==> src/rtl/irq_ctrl_pkg.sv <==
// ============================================================================
//  Module      : irq_ctrl_pkg
//  Description : Shared definitions for the interrupt controller: register
//                offsets, controller FSM states and the claim-ID width.
//  Revision    : 1.0 - initial release
// ============================================================================
`default_nettype none

package irq_ctrl_pkg;

  // Claim IDs are source index + 1, so 31 sources need 5 bits (0 = none).
  localparam int ID_W = 5;

  localparam logic [31:0] ADR_PENDING = 32'h0000_0000;
  localparam logic [31:0] ADR_ENABLE  = 32'h0000_0004;
  localparam logic [31:0] ADR_MODE    = 32'h0000_0008;
  localparam logic [31:0] ADR_CLAIM   = 32'h0000_000C;
  // Highest decoded offset; anything above answers with an error.
  localparam logic [31:0] ADR_LAST    = 32'h0000_000C;

  typedef enum logic [0:0] {
    ST_IDLE    = 1'b0,
    ST_SERVICE = 1'b1
  } state_e;

endpackage

`default_nettype wire

==> src/rtl/irq_ctrl_if.sv <==
// ============================================================================
//  Interface   : wb_bus_t
//  Description : Wishbone classic register-access bus, no wait states.
//  Ports       : cyc/stb/we/adr/sel/dat_ms driven by master,
//                dat_sm/ack/err driven by slave.
//  Revision    : 1.0 - initial release
// ============================================================================
`default_nettype none

interface wb_bus_t;
  logic        cyc;
  logic        stb;
  logic        we;
  logic [31:0] adr;
  logic [3:0]  sel;
  logic [31:0] dat_ms;
  logic [31:0] dat_sm;
  logic        ack;
  logic        err;

  modport master (
    output cyc, stb, we, adr, sel, dat_ms,
    input  dat_sm, ack, err
  );

  modport slave (
    input  cyc, stb, we, adr, sel, dat_ms,
    output dat_sm, ack, err
  );
endinterface

`default_nettype wire

==> src/rtl/irq_prio_enc.sv <==
// ============================================================================
//  Module      : irq_prio_enc
//  Description : Lowest-index-first priority encoder.
//  Ports       : req_i   - request vector (N_SRC bits)
//                valid_o - any request set
//                id_o    - lowest set index + 1, 0 when none
//  Revision    : 1.0 - initial release
// ============================================================================
`default_nettype none

module irq_prio_enc
  import irq_ctrl_pkg::*;
#(
  parameter int N_SRC = 8
) (
  input  logic [N_SRC-1:0] req_i,
  output logic             valid_o,
  output logic [ID_W-1:0]  id_o
);

  // Scan from the top down so the lowest set index is the last to win.
  always_comb begin
    valid_o = 1'b0;
    id_o    = '0;
    for (int i = N_SRC - 1; i >= 0; i--) begin
      if (req_i[i]) begin
        valid_o = 1'b1;
        id_o    = ID_W'(i + 1);
      end
    end
  end

endmodule

`default_nettype wire

==> src/rtl/irq_ctrl.sv <==
// ============================================================================
//  Module      : irq_ctrl
//  Description : Interrupt controller with per-source edge/level mode,
//                enable mask and a claim/complete handshake.
//  Ports       : clk     - clock, rising edge
//                rstn_i  - asynchronous active-low reset
//                irq_i   - interrupt request lines (N_SRC)
//                irq_o   - interrupt request to the core
//                wb_bus  - Wishbone slave for PENDING/ENABLE/MODE/CLAIM
//  Revision    : 1.0 - initial release
// ============================================================================
`default_nettype none

module irq_ctrl
  import irq_ctrl_pkg::*;
#(
  parameter int N_SRC = 8
) (
  input  logic             clk,
  input  logic             rstn_i,
  input  logic [N_SRC-1:0] irq_i,
  output logic             irq_o,
  wb_bus_t.slave           wb_bus
);

  logic [N_SRC-1:0] pending_q, pending_d;
  logic [N_SRC-1:0] enable_q,  enable_d;
  logic [N_SRC-1:0] mode_q,    mode_d;
  logic [N_SRC-1:0] irq_q,     irq_d;
  logic [ID_W-1:0]  claimed_id_q, claimed_id_d;
  state_e           state_q,   state_d;

  logic             bus_req;
  logic             bad_adr;
  logic             wr_en;
  logic             rd_en;
  logic [N_SRC-1:0] wmask;
  logic [N_SRC-1:0] wdata;
  logic [N_SRC-1:0] edge_det;
  logic [N_SRC-1:0] w1c;
  logic [N_SRC-1:0] claim_clr;
  logic             prio_valid;
  logic [ID_W-1:0]  prio_id;
  logic             claim_take;
  logic             claim_done;
  logic [31:0]      rdata;
  logic             unused_dat;

  // ---------------------------------------------------------------- bus
  assign bus_req = wb_bus.cyc & wb_bus.stb;
  assign bad_adr = (wb_bus.adr > ADR_LAST);
  // Erroring accesses must not touch any register.
  assign wr_en   = bus_req & ~bad_adr &  wb_bus.we;
  assign rd_en   = bus_req & ~bad_adr & ~wb_bus.we;

  assign wb_bus.ack    = bus_req;
  assign wb_bus.err    = bus_req & bad_adr;
  assign wb_bus.dat_sm = rdata;

  assign wdata      = wb_bus.dat_ms[N_SRC-1:0];
  assign unused_dat = ^wb_bus.dat_ms[31:N_SRC];

  always_comb begin
    wmask = '0;
    for (int i = 0; i < N_SRC; i++) begin
      wmask[i] = wb_bus.sel[i/8];
    end
  end

  // ------------------------------------------------------ source sampling
  assign irq_d    = irq_i;
  assign edge_det = irq_i & ~irq_q;
  assign w1c      = (wr_en && wb_bus.adr == ADR_PENDING) ? (wdata & wmask) : '0;

  irq_prio_enc #(
    .N_SRC (N_SRC)
  ) u_prio_enc (
    .req_i   (pending_q & enable_q),
    .valid_o (prio_valid),
    .id_o    (prio_id)
  );

  // A claim is taken only by a read in IDLE that finds something to return.
  assign claim_take = rd_en && (wb_bus.adr == ADR_CLAIM) &&
                      (state_q == ST_IDLE) && prio_valid;
  assign claim_done = wr_en && (wb_bus.adr == ADR_CLAIM) &&
                      (state_q == ST_SERVICE) && wb_bus.sel[0] &&
                      (wb_bus.dat_ms[7:0] == 8'(claimed_id_q));

  always_comb begin
    claim_clr = '0;
    for (int i = 0; i < N_SRC; i++) begin
      claim_clr[i] = claim_take && (prio_id == ID_W'(i + 1));
    end
  end

  // Edge sources: set dominates any clear in the same cycle.
  // Level sources: simply track the input, clears are ignored.
  always_comb begin
    pending_d = pending_q;
    for (int i = 0; i < N_SRC; i++) begin
      if (mode_q[i]) begin
        pending_d[i] = edge_det[i] | (pending_q[i] & ~(w1c[i] | claim_clr[i]));
      end else begin
        pending_d[i] = irq_i[i];
      end
    end
  end

  always_comb begin
    enable_d = enable_q;
    mode_d   = mode_q;
    if (wr_en && wb_bus.adr == ADR_ENABLE) begin
      enable_d = (enable_q & ~wmask) | (wdata & wmask);
    end
    if (wr_en && wb_bus.adr == ADR_MODE) begin
      mode_d = (mode_q & ~wmask) | (wdata & wmask);
    end
  end

  // ------------------------------------------------------------------ FSM
  always_comb begin
    state_d      = state_q;
    claimed_id_d = claimed_id_q;
    case (state_q)
      ST_IDLE: begin
        if (claim_take) begin
          state_d      = ST_SERVICE;
          claimed_id_d = prio_id;
        end
      end
      ST_SERVICE: begin
        if (claim_done) begin
          state_d      = ST_IDLE;
          claimed_id_d = '0;
        end
      end
      default: begin
        state_d      = ST_IDLE;
        claimed_id_d = '0;
      end
    endcase
  end

  always_ff @(posedge clk or negedge rstn_i) begin
    if (!rstn_i) begin
      pending_q    <= '0;
      enable_q     <= '0;
      mode_q       <= '0;
      irq_q        <= '0;
      claimed_id_q <= '0;
      state_q      <= ST_IDLE;
    end else begin
      pending_q    <= pending_d;
      enable_q     <= enable_d;
      mode_q       <= mode_d;
      irq_q        <= irq_d;
      claimed_id_q <= claimed_id_d;
      state_q      <= state_d;
    end
  end

  assign irq_o = (state_q == ST_IDLE) && |(pending_q & enable_q);

  // ------------------------------------------------------------ read mux
  always_comb begin
    rdata = '0;
    if (!bad_adr) begin
      case (wb_bus.adr)
        ADR_PENDING: rdata[N_SRC-1:0] = pending_q;
        ADR_ENABLE:  rdata[N_SRC-1:0] = enable_q;
        ADR_MODE:    rdata[N_SRC-1:0] = mode_q;
        ADR_CLAIM:   rdata[ID_W-1:0]  = (state_q == ST_SERVICE) ? claimed_id_q : prio_id;
        default:     rdata = '0;
      endcase
    end
  end

endmodule

`default_nettype wire

==> src/flat_wrapper.sv <==
// flat-port wrapper written by rule: the top's interface ports become plain ports
module irq_ctrl_flat import irq_ctrl_pkg::*;
#(
  parameter int N_SRC = 8
)
  (clk, rstn_i, irq_i, irq_o, wb_bus_cyc, wb_bus_stb, wb_bus_we, wb_bus_adr, wb_bus_sel, wb_bus_dat_ms, wb_bus_dat_sm, wb_bus_ack, wb_bus_err);
  wb_bus_t wb_bus_i ();
  input  logic clk;
  input  logic rstn_i;
  input  logic [N_SRC-1:0] irq_i;
  output logic irq_o;
  input wire logic [$bits(wb_bus_i.cyc)-1:0] wb_bus_cyc;
  input wire logic [$bits(wb_bus_i.stb)-1:0] wb_bus_stb;
  input wire logic [$bits(wb_bus_i.we)-1:0] wb_bus_we;
  input wire logic [$bits(wb_bus_i.adr)-1:0] wb_bus_adr;
  input wire logic [$bits(wb_bus_i.sel)-1:0] wb_bus_sel;
  input wire logic [$bits(wb_bus_i.dat_ms)-1:0] wb_bus_dat_ms;
  output wire logic [$bits(wb_bus_i.dat_sm)-1:0] wb_bus_dat_sm;
  output wire logic [$bits(wb_bus_i.ack)-1:0] wb_bus_ack;
  output wire logic [$bits(wb_bus_i.err)-1:0] wb_bus_err;
  assign wb_bus_i.cyc = wb_bus_cyc;
  assign wb_bus_i.stb = wb_bus_stb;
  assign wb_bus_i.we = wb_bus_we;
  assign wb_bus_i.adr = wb_bus_adr;
  assign wb_bus_i.sel = wb_bus_sel;
  assign wb_bus_i.dat_ms = wb_bus_dat_ms;
  assign wb_bus_dat_sm = wb_bus_i.dat_sm;
  assign wb_bus_ack = wb_bus_i.ack;
  assign wb_bus_err = wb_bus_i.err;
  irq_ctrl #(.N_SRC(N_SRC)) u_core (.clk(clk), .rstn_i(rstn_i), .irq_i(irq_i), .irq_o(irq_o), .wb_bus(wb_bus_i));
endmodule
==> config.mk <==
export PLATFORM = sky130hd
export DESIGN_NAME = irq_ctrl_flat
export DESIGN_NICKNAME = d
export VERILOG_FILES = /design/src/rtl/irq_ctrl_pkg.sv /design/src/rtl/irq_ctrl_if.sv /design/src/rtl/irq_prio_enc.sv /design/src/rtl/irq_ctrl.sv /design/src/flat_wrapper.sv
export SDC_FILE = /design/constraint.sdc
export NUM_CORES = 1
export LEC_CHECK = 0
export ABC_AREA = 1
export ABC_CLOCK_PERIOD_IN_PS = 3350
export CORE_MARGIN = 2
export CORE_UTILIZATION = 45
export CTS_CLUSTER_SIZE = 24
export DETAILED_ROUTE_END_ITERATION = 16
export PLACE_DENSITY = 0.87
export SLEW_MARGIN = 20
export SYNTH_ARGS = -nofsm -noshare
export SYNTH_HDL_FRONTEND = slang
export SYNTH_SLANG_ARGS = --single-unit
==> constraint.sdc <==
create_clock -name clk -period 3.35 [get_ports clk]
set_clock_uncertainty 0.15 [all_clocks]
set_input_delay 0.67 -clock clk [delete_from_list [all_inputs] [get_ports clk]]
set_output_delay 0.67 -clock clk [all_outputs]
set_load 0.1 [all_outputs]
==> metrics.txt, run 1 <==
status=completed; final setup vio count=0; MaxCap Viol Count=0; CP max stage delay=0.40 ns; Leak Pwr=0.00157 µW; delay-heaviest family, CP=simple AND/OR/NAND/NOR gates; die area=6030 µm²; CTS hold repair buffers=0; Final nets=501; Post-DP HPWL=4.49 mm; first-pass GRT wire length=10.1 mm; antenna viol nets, final=0; num ports=116; synth warn=0; Startpoint Class=input port; Initial Util=0.472; clock slew at reported path FFs=0.07 ns; wirelength, routed=5.81 mm; wire length per cell=11.8 µm; most frequent CP cell=nand2_1; CTS root buffer=clkbuf_8; Critical Path End Type=output pin; cts bufs inserted=5; Final Critical Period=3.18 ns; leading area contributor after synthesis=dfrtp_1; Synth top area share=0.379; reg-to-reg slack, setup=1.49 ns; HP Start=u_core.irq_q[1]; post-CTS sizing=0; CTS max path bufs=2; Layout Area Growth over Synthesis=33.4%; worst vdd ir=0.248 mV; gp weighted congestion=0.879; FMAX=315 MHz; Synth cell types=24; Register-to-Register Path Depth=11; top cells by area, synth=dfrtp_1, nand2_1, buf_4; Hold Vio Cnt, Final=0; crit-path cells=clkdlybuf4s50_1 -> nor2_1 -> nand2_1 -> nor2_4 -> nand2_1 -> nor3_4 -> buf_4 -> nand2_1 -> nand4_1 -> buf_12; sequential fraction of the synthesis area=0.379; Hold Path Class=reg2reg; diode count=0; total chip power=996 µW; ratio of final minimum period to clock period=0.949; Final Slew Violations=0; reg2reg end=u_core.pending_q[5]; setup tns final=0 ns; Reg-to-Reg Start=u_core.pending_q[0]; Site Rows=26; fraction of layout cells with a size suffix above 1=0.116; first-pass iteration count of the detailed router=4; Initial DRC Count=115; RSZ-0062 raised after global routing=false; die height=77.7 µm; core area=5170 µm²; WS Path Type=in2out; Hold EP=u_core.pending_q[1]; crit path buf inv count=3; Avg Vias per Cell=4.80; Arr. time, crit path=2.36 ns; vias=2359; Worst Hold Depth=3; Syn Area/Cell=7.00 µm²; GRT overflow=0; Cells after Synth=349; clock latency on the worst-skew pair=0.29 ns; CTS tree=built; residual DRC count=0; #FFs+latches synth=37; PD cells=306 nW/µm²; clk sinks=37; CP Max Fanout=8; CP max-delay cell=clkdlybuf4s50_1; initial antenna violation count=0; Die W=77.7 µm; pin count of the biggest net entering global routing=38; Global Route Usage Sum=0.208; Post-Syn Area=2440 µm²; port bufs=64; # Post-CTS Setup Buffers=0; vias in the first global route=2310; CTS H-tree depth=2; Req. time, crit path=2.53 ns
through the flow:
step	std cells	instance area (µm²)	hold slack (ns)	worst slack [ns]	utilization
2_1_floorplan	372	2530	0.224	0.251	-
3_3_place_gp	483	3170	0.327	0.197	0.614
3_5_place_dp	483	3170	0.333	0.171	0.614
4_1_cts	491	3260	0.343	0.163	0.630
5_1_grt	491	3260	0.388	0.0380	0.630
6_report	491	3260	0.346	0.171	0.630
worst min-delay path: stages, from the launching register on:
cell	delay, ns
dfrtp_1	0.32
nand2_1	0.05
nand2_1	0.05
nand2_1	0.04
Yosys cell counts:
| cell type | number |
|---|---|
| buf_6 | 2 |
| inv_4 | 1 |
| o21ai_2 | 13 |
| nand3b_4 | 1 |
| conb_1 | 1 |
| nand2_4 | 3 |
| o2111ai_1 | 1 |
| clkinv_2 | 1 |
| a21oi_1 | 3 |
| o211ai_1 | 1 |
| o21ai_0 | 8 |
| nor3_4 | 1 |
| o21ai_1 | 4 |
| nor3_1 | 5 |
| nor2_4 | 5 |
| nand4_1 | 4 |
| xnor2_1 | 1 |
| nor2_1 | 45 |
| nor2_2 | 2 |
| buf_4 | 25 |
| nand2_1 | 139 |
| inv_1 | 26 |
| dfrtp_1 | 37 |
| nand3_1 | 20 |
where the power goes:
group | internal [µW] | total (µW) | switching [µW]
clock | 144 | 302 | 158
sequential | 456 | 462 | 5.43
combinational | 66.2 | 232 | 165
total | 667 | 996 | 329
metal layers:
layer | vias to the layer above | wire, µm | global-route usage
li1 | 1192 | - | -
met1 | 1074 | 2470 | 0.259
met2 | 79 | 2810 | 0.347
met3 | 14 | 418 | 0.0453
met4 | 0 | 112 | 0.0875
met5 | - | 0 | 0
worst max path at each step:
| stage | endpoint | start | depth (start not counted) |
|---|---|---|---|
| global route | wb_bus_dat_sm[1] | wb_bus_adr[5] | 10 |
| detailed placement | wb_bus_dat_sm[1] | wb_bus_adr[12] | 10 |
| floorplan | wb_bus_dat_sm[1] | wb_bus_adr[1] | 8 |
| finish | wb_bus_dat_sm[1] | wb_bus_adr[12] | 10 |
| global placement | wb_bus_dat_sm[1] | wb_bus_adr[12] | 10 |
| CTS | wb_bus_dat_sm[1] | wb_bus_adr[12] | 10 |
kinds of logic after synthesis:
group           after synthesis  share of synthesized area
simple gates                225                      0.401
buf+inv                      55                      0.131
flops                        37                      0.379
compound gates               30                     0.0840
xor+xnor                      1                    0.00359
other cells                   1                    0.00154
placed cells by master, fill, tap and decap left out, types with 8 or more instances in the layout:
master	count
nand2_1	139
clkdlybuf4s50_1	53
nor2_1	45
dfrtp_1	37
inv_1	26
conb_1	24
nand3_1	20
o21ai_2	13
buf_12	10
o21ai_0	8
final cells by class:
| type | instances | area, µm² |
|---|---|---|
| flip-flops and latches | 37 | 926 |
| inverters | 28 | 109 |
| well taps | 70 | 87.6 |
| clock inverters | 2 | 10.0 |
| clock buffers | 6 | 72.6 |
| fillers | 458 | 1920 |
| multi-input cells | 280 | 1280 |
| repair buffers | 68 | 768 |
(Power assumes the default switching activity.)
==> inputs of run 2 (changes only) <==
--- a/config.mk
+++ b/config.mk
@@ -11,6 +11,7 @@
 export CORE_UTILIZATION = 45
 export CTS_CLUSTER_SIZE = 24
 export DETAILED_ROUTE_END_ITERATION = 16
+export GPL_TIMING_DRIVEN = 0
 export PLACE_DENSITY = 0.87
 export SLEW_MARGIN = 20
 export SYNTH_ARGS = -nofsm -noshare
==> metrics.txt, run 2 (synthesis gave the netlist of run 1 again) <==
port bufs=64 (unchanged); number of fill cells=443 (-3.3%); footprint of the multi-input gates=1290 µm² (+0.19%); PD cells=299 nW/µm² (-2.1%); CTS tree=built; final setup vio count=0 (unchanged); RSZ-0062 raised after global routing=true; vias in the first global route=2304 (-0.26%); gp weighted congestion=0.963 (+9.6%); Post-DP Area=3280 µm² (+3.3%); pin count of the biggest net entering global routing=22 (-42%); num ports=116 (unchanged); MaxCap Viol Count=0 (unchanged); Initial DRC Count=200 (+74%); delay-heaviest family, CP=buffers and inverters; wirelength, routed=6.32 mm (+8.8%); diode count=0 (unchanged); Critical Path End Type=output pin; Final Slew Violations=0 (unchanged); Avg Vias per Cell=4.81 (about the same); first-pass GRT wire length=10.4 mm (+3.3%); initial antenna violation count=0 (unchanged); Layout Area Growth over Synthesis=40.0%; CP Max Fanout=10 (+2); crit-path cells=clkdlybuf4s50_1 -> nor2_2 -> inv_1 -> nor3_1 -> nand3_1 -> nor2_4 -> buf_6 -> nand2_1 -> nand2_1 -> a21oi_1 -> nand2_1 -> buf_12; most frequent cells in the layout=nand2_1, clkdlybuf4s50_1, nor2_1; Startpoint Class=input port; Initial Util=0.472 (unchanged); die height=77.7 µm (unchanged); crit path buf inv count=4 (+1); Site Rows=26 (unchanged); FMAX=310 MHz (-1.4%); slew margin rel.=0.350; Die W=77.7 µm (unchanged); CTS max path bufs=2 (unchanged); reg2reg end=u_core.pending_q[0]; clock slew at reported path FFs=0.07 ns (about the same); residual DRC count=0 (unchanged); total chip power=1020 µW (+2.7%); wire length per cell=12.2 µm (+2.7%); Leak Pwr=0.00173 µW (+10%); worst vdd ir=0.251 mV (+1.4%); most common cell after layout, fill and taps aside=nand2_1; first-pass iteration count of the detailed router=5 (+1); vias=2499 (+5.9%); cts bufs inserted=5 (unchanged); CP max-delay cell=clkdlybuf4s50_1; Final nets=530 (+5.8%); Reg-to-Reg Start=u_core.pending_q[4]; worst-margin pin slew=0.974 ns; die area=6030 µm² (unchanged); Seq. cell area=926 µm² (unchanged); Post-DP HPWL=4.85 mm (+7.8%); core area=5170 µm² (unchanged); ratio of final minimum period to clock period=0.962 (+0.0134); Hold Vio Cnt, Final=0 (unchanged); CTS H-tree depth=2 (unchanged); status=completed; fraction of layout cells with a size suffix above 1=0.173 (+0.0569); reg-to-reg slack, setup=1.43 ns (-0.06 ns); Register-to-Register Path Depth=9 (-2); Final Critical Period=3.22 ns (+0.0448 ns); setup tns final=0 ns (unchanged); Global Route Usage Sum=0.217 (+0.00978); Req. time, crit path=2.53 ns (about the same); GRT overflow=0 (unchanged); WS Path Type=in2out; clock latency on the worst-skew pair=0.30 ns (about the same); Arr. time, crit path=2.40 ns (+0.04 ns); cell area after layout=3420 µm² (+5.0%); Hold Path Class=in2async; CTS root buffer=clkbuf_8; clk sinks=37 (unchanged); CP max stage delay=0.42 ns (+0.02 ns); antenna viol nets, final=0 (unchanged); Hold WS=0.148 ns (-0.198 ns); most frequent CP cell=nand2_1
-- run 2: how the worst max path moves through the flow --
stage	startpoint	endpoint	slack (ns)	cells past startpoint
6_report	wb_bus_adr[1]	wb_bus_dat_sm[0]	0.13	12
5_1_grt	wb_bus_adr[1]	wb_bus_dat_sm[0]	-0.03	12
4_1_cts	wb_bus_adr[1]	wb_bus_dat_sm[0]	-0.03	12
3_5_place_dp	wb_bus_adr[1]	wb_bus_dat_sm[0]	-0.91	12
3_3_place_gp	wb_bus_adr[1]	wb_bus_dat_sm[0]	-0.86	12
2_1_floorplan	wb_bus_adr[1]	wb_bus_dat_sm[1]	0.25	8
-- run 2: per-stage QoR --
step | utilization | instances | setup WS [ns]
6_report | 0.661 | 520 | 0.126
3_3_place_gp | 0.630 | 506 | -0.865
2_1_floorplan | - | 372 | 0.251
4_1_cts | 0.648 | 515 | -0.0300
5_1_grt | 0.661 | 520 | -0.0343
3_5_place_dp | 0.634 | 507 | -0.906
-- run 2: layout make-up --
| class | count | area share |
|---|---|---|
| multi-input combinational | 280 | 0.376 |
| sequential | 37 | 0.271 |
| timing repair buffer | 70 | 0.209 |
| buffer | 27 | 0.0626 |
| inverter | 28 | 0.0318 |
| tap | 70 | 0.0256 |
| clock buffer | 6 | 0.0212 |
| clock inverter | 2 | 0.00293 |
-- run 2: timing repair --
item / CTS / global route
setup endpoints to repair: 9 / 10
hold buffers: 0 / 0
pin swaps: 0 / 2
gates resized for setup: 53 / 10
setup buffers: 0 / 5
-- run 2: where the power goes --
| group | total, µW | leakage (µW) | internal [µW] | switching [µW] |
|---|---|---|---|---|
| clock | 306 | 0.0000450 | 144 | 162 |
| sequential | 462 | 0.000480 | 456 | 5.38 |
| combinational | 255 | 0.00121 | 85.6 | 170 |
| total | 1020 | 0.00173 | 686 | 337 |
-- run 2: per-layer routing --
| layer | global-route usage | part of all wire |
|---|---|---|
| met4 | 0.0625 | 0.013 |
| met1 | 0.265 | 0.42 |
| met5 | 0 | 0 |
| met3 | 0.0581 | 0.080 |
| met2 | 0.376 | 0.49 |
==> inputs of run 3 (changes only) <==
--- a/config.mk
+++ b/config.mk
@@ -9,11 +9,10 @@
 export ABC_CLOCK_PERIOD_IN_PS = 3350
 export CORE_MARGIN = 2
 export CORE_UTILIZATION = 45
-export CTS_CLUSTER_SIZE = 24
+export CTS_CLUSTER_SIZE = 8
 export DETAILED_ROUTE_END_ITERATION = 16
 export GPL_TIMING_DRIVEN = 0
 export PLACE_DENSITY = 0.87
-export SLEW_MARGIN = 20
 export SYNTH_ARGS = -nofsm -noshare
 export SYNTH_HDL_FRONTEND = slang
 export SYNTH_SLANG_ARGS = --single-unit
==> metrics.txt, run 3 (synthesis gave the netlist of run 1 again) <==
gp weighted congestion=0.963 (unchanged); Final nets=529 (-0.19%); crit path buf inv count=4 (unchanged); Hold WS=0.315 ns (+0.167 ns); fraction of layout cells with a size suffix above 1=0.172 (-0.00146); Final Slew Violations=0 (unchanged); Arr. time, crit path=2.41 ns (about the same); Top Metal Used=met4; slew margin rel.=0.349 (-0.000378); num ports=116 (unchanged); Layout Area Growth over Synthesis=39.4%; CTS hold repair buffers=0 (unchanged); final worst slack=0.121 ns (-0.00461 ns); PD cells=320 nW/µm² (+7.0%); most common cell after layout, fill and taps aside=nand2_1; Hold Vio Cnt, Final=0 (unchanged); Die W=77.7 µm (unchanged); crit-path cells=clkdlybuf4s50_1 -> nor2_2 -> inv_1 -> nor3_1 -> nand3_1 -> nor2_4 -> buf_6 -> nand2_1 -> nand2_1 -> a21oi_1 -> nand2_1 -> buf_12; clk sinks=37 (unchanged); Final Critical Period=3.23 ns (+0.00461 ns); cell area after layout=3400 µm² (-0.40%); CTS H-tree depth=2 (unchanged); Req. time, crit path=2.53 ns (about the same); Post-DP Area=3250 µm² (-0.84%); most frequent CP cell=nand2_1; MaxCap Viol Count=0 (unchanged); CTS tree=built; die height=77.7 µm (unchanged); CTS max path bufs=2 (unchanged); GRT overflow=0 (unchanged); initial antenna violation count=0 (unchanged); core area=5170 µm² (unchanged); Critical Path End Type=output pin; worst-margin pin slew=0.974 ns (+0.000566 ns); cts bufs inserted=5 (unchanged); total stage count of the critical path=12 (unchanged); number of fill cells=440 (-0.68%); ratio of final minimum period to clock period=0.964 (+0.00138); Initial Util=0.472 (unchanged); vias=2504 (+0.20%); met2 routed WL=3.12 mm (+1.3%); worst vdd ir=0.196 mV (-22%); CP max-delay cell=clkdlybuf4s50_1; WS Path Type=in2out; wire length per cell=12.1 µm (-0.36%); first-pass GRT wire length=10.1 mm (-2.7%); port bufs=64 (unchanged); pin count of the biggest net entering global routing=38 (+73%); vias in the first global route=2229 (-3.3%); diode count=0 (unchanged); Leak Pwr=0.00173 µW (-0.31%); Global Route Usage Sum=0.212 (-0.00555); Setup WS pre-CTS=-0.898 ns (+0.00812 ns); antenna viol nets, final=0 (unchanged); most frequent cells in the layout=nand2_1, clkdlybuf4s50_1, nor2_1; Site Rows=26 (unchanged); wirelength, routed=6.27 mm (-0.74%); met3 wire len=565 µm (+11%); clock slew at reported path FFs=0.07 ns (about the same); clock latency on the worst-skew pair=0.29 ns (about the same); delay-heaviest family, CP=simple AND/OR/NAND/NOR gates; FMAX=310 MHz (-0.14%); first-pass iteration count of the detailed router=7 (+2); M1 WL=2.51 mm (-5.1%); Initial DRC Count=201 (+0.50%); Startpoint Class=input port; final setup vio count=0 (unchanged); status=completed; Register-to-Register Path Depth=11 (+2); residual DRC count=0 (unchanged); CP max stage delay=0.42 ns (about the same); Avg Vias per Cell=4.83 (+0.59%); CP Max Fanout=10 (unchanged); Hold Path Class=in2async; die area=6030 µm² (unchanged); Post-DP HPWL=4.76 mm (-1.8%); CTS root buffer=clkbuf_8
-- run 3: final timing paths --
check                               startpoint                      to  slack, ns
max                              wb_bus_adr[1]        wb_bus_dat_sm[0]       0.12
min                                     rstn_i  u_core.claimed_id_q[3]       0.32
max reg2reg                u_core.pending_q[0]     u_core.pending_q[5]       1.43
min reg2reg                    u_core.irq_q[0]     u_core.pending_q[0]       0.35
max in group asynchronous               rstn_i  u_core.claimed_id_q[1]       2.21
min in group clk               u_core.irq_q[0]     u_core.pending_q[0]       0.35
-- run 3: power by group --
group	internal [µW]	switching, µW	total, µW	leakage [µW]
registers	456	5.47	462	0.000480
clock network	216	161	377	0.0000540
logic	82.3	169	251	0.00119
-- run 3: worst reg2reg max path: stages, from the launching register on --
cell	delay, ns
dfrtp_1	0.38
nand2_1	0.12
nand3_1	0.14
inv_1	0.07
nand3_1	0.08
nand2_1	0.08
nor2_1	0.18
inv_1	0.11
nor2_4	0.21
nand3_1	0.12
nand2_1	0.10
nand2_1	0.05
-- run 3: layer usage --
metal | vias up | GRT usage
met5 | - | 0
met1 | 1132 | 0.263
met3 | 14 | 0.0488
met2 | 110 | 0.370
met4 | 0 | 0.0554
li1 | 1248 | -
-- run 3: final cells by class --
| class | instances | area (µm²) | share of cell area |
|---|---|---|---|
| Buffer | 27 | 214 | 0.0628 |
| Clock buffer | 5 | 68.8 | 0.0202 |
| Clock inverter | 2 | 35.0 | 0.0103 |
| Inverter | 28 | 109 | 0.0320 |
| Multi-Input combinational cell | 280 | 1290 | 0.378 |
| Sequential cell | 37 | 926 | 0.272 |
| Tap cell | 70 | 87.6 | 0.0257 |
| Timing Repair Buffer | 69 | 678 | 0.199 |
-- run 3: per-stage QoR --
step / power, µW / instances / setup TNS, ns / util
after floorplan: 638 / 372 / 0 / -
after global placement: 719 / 506 / -6.67 / 0.630
after detailed placement: 720 / 506 / -7.10 / 0.629
after CTS: 1100 / 516 / 0 / 0.651
after global routing: 1130 / 518 / -0.0308 / 0.658
final: 1090 / 518 / 0 / 0.658
-- run 3: repair_timing --
action,in CTS,in global routing
buffers inserted,3,2
setup endpoints to repair,9,10
resized for setup,53,8
pin swaps,1,1
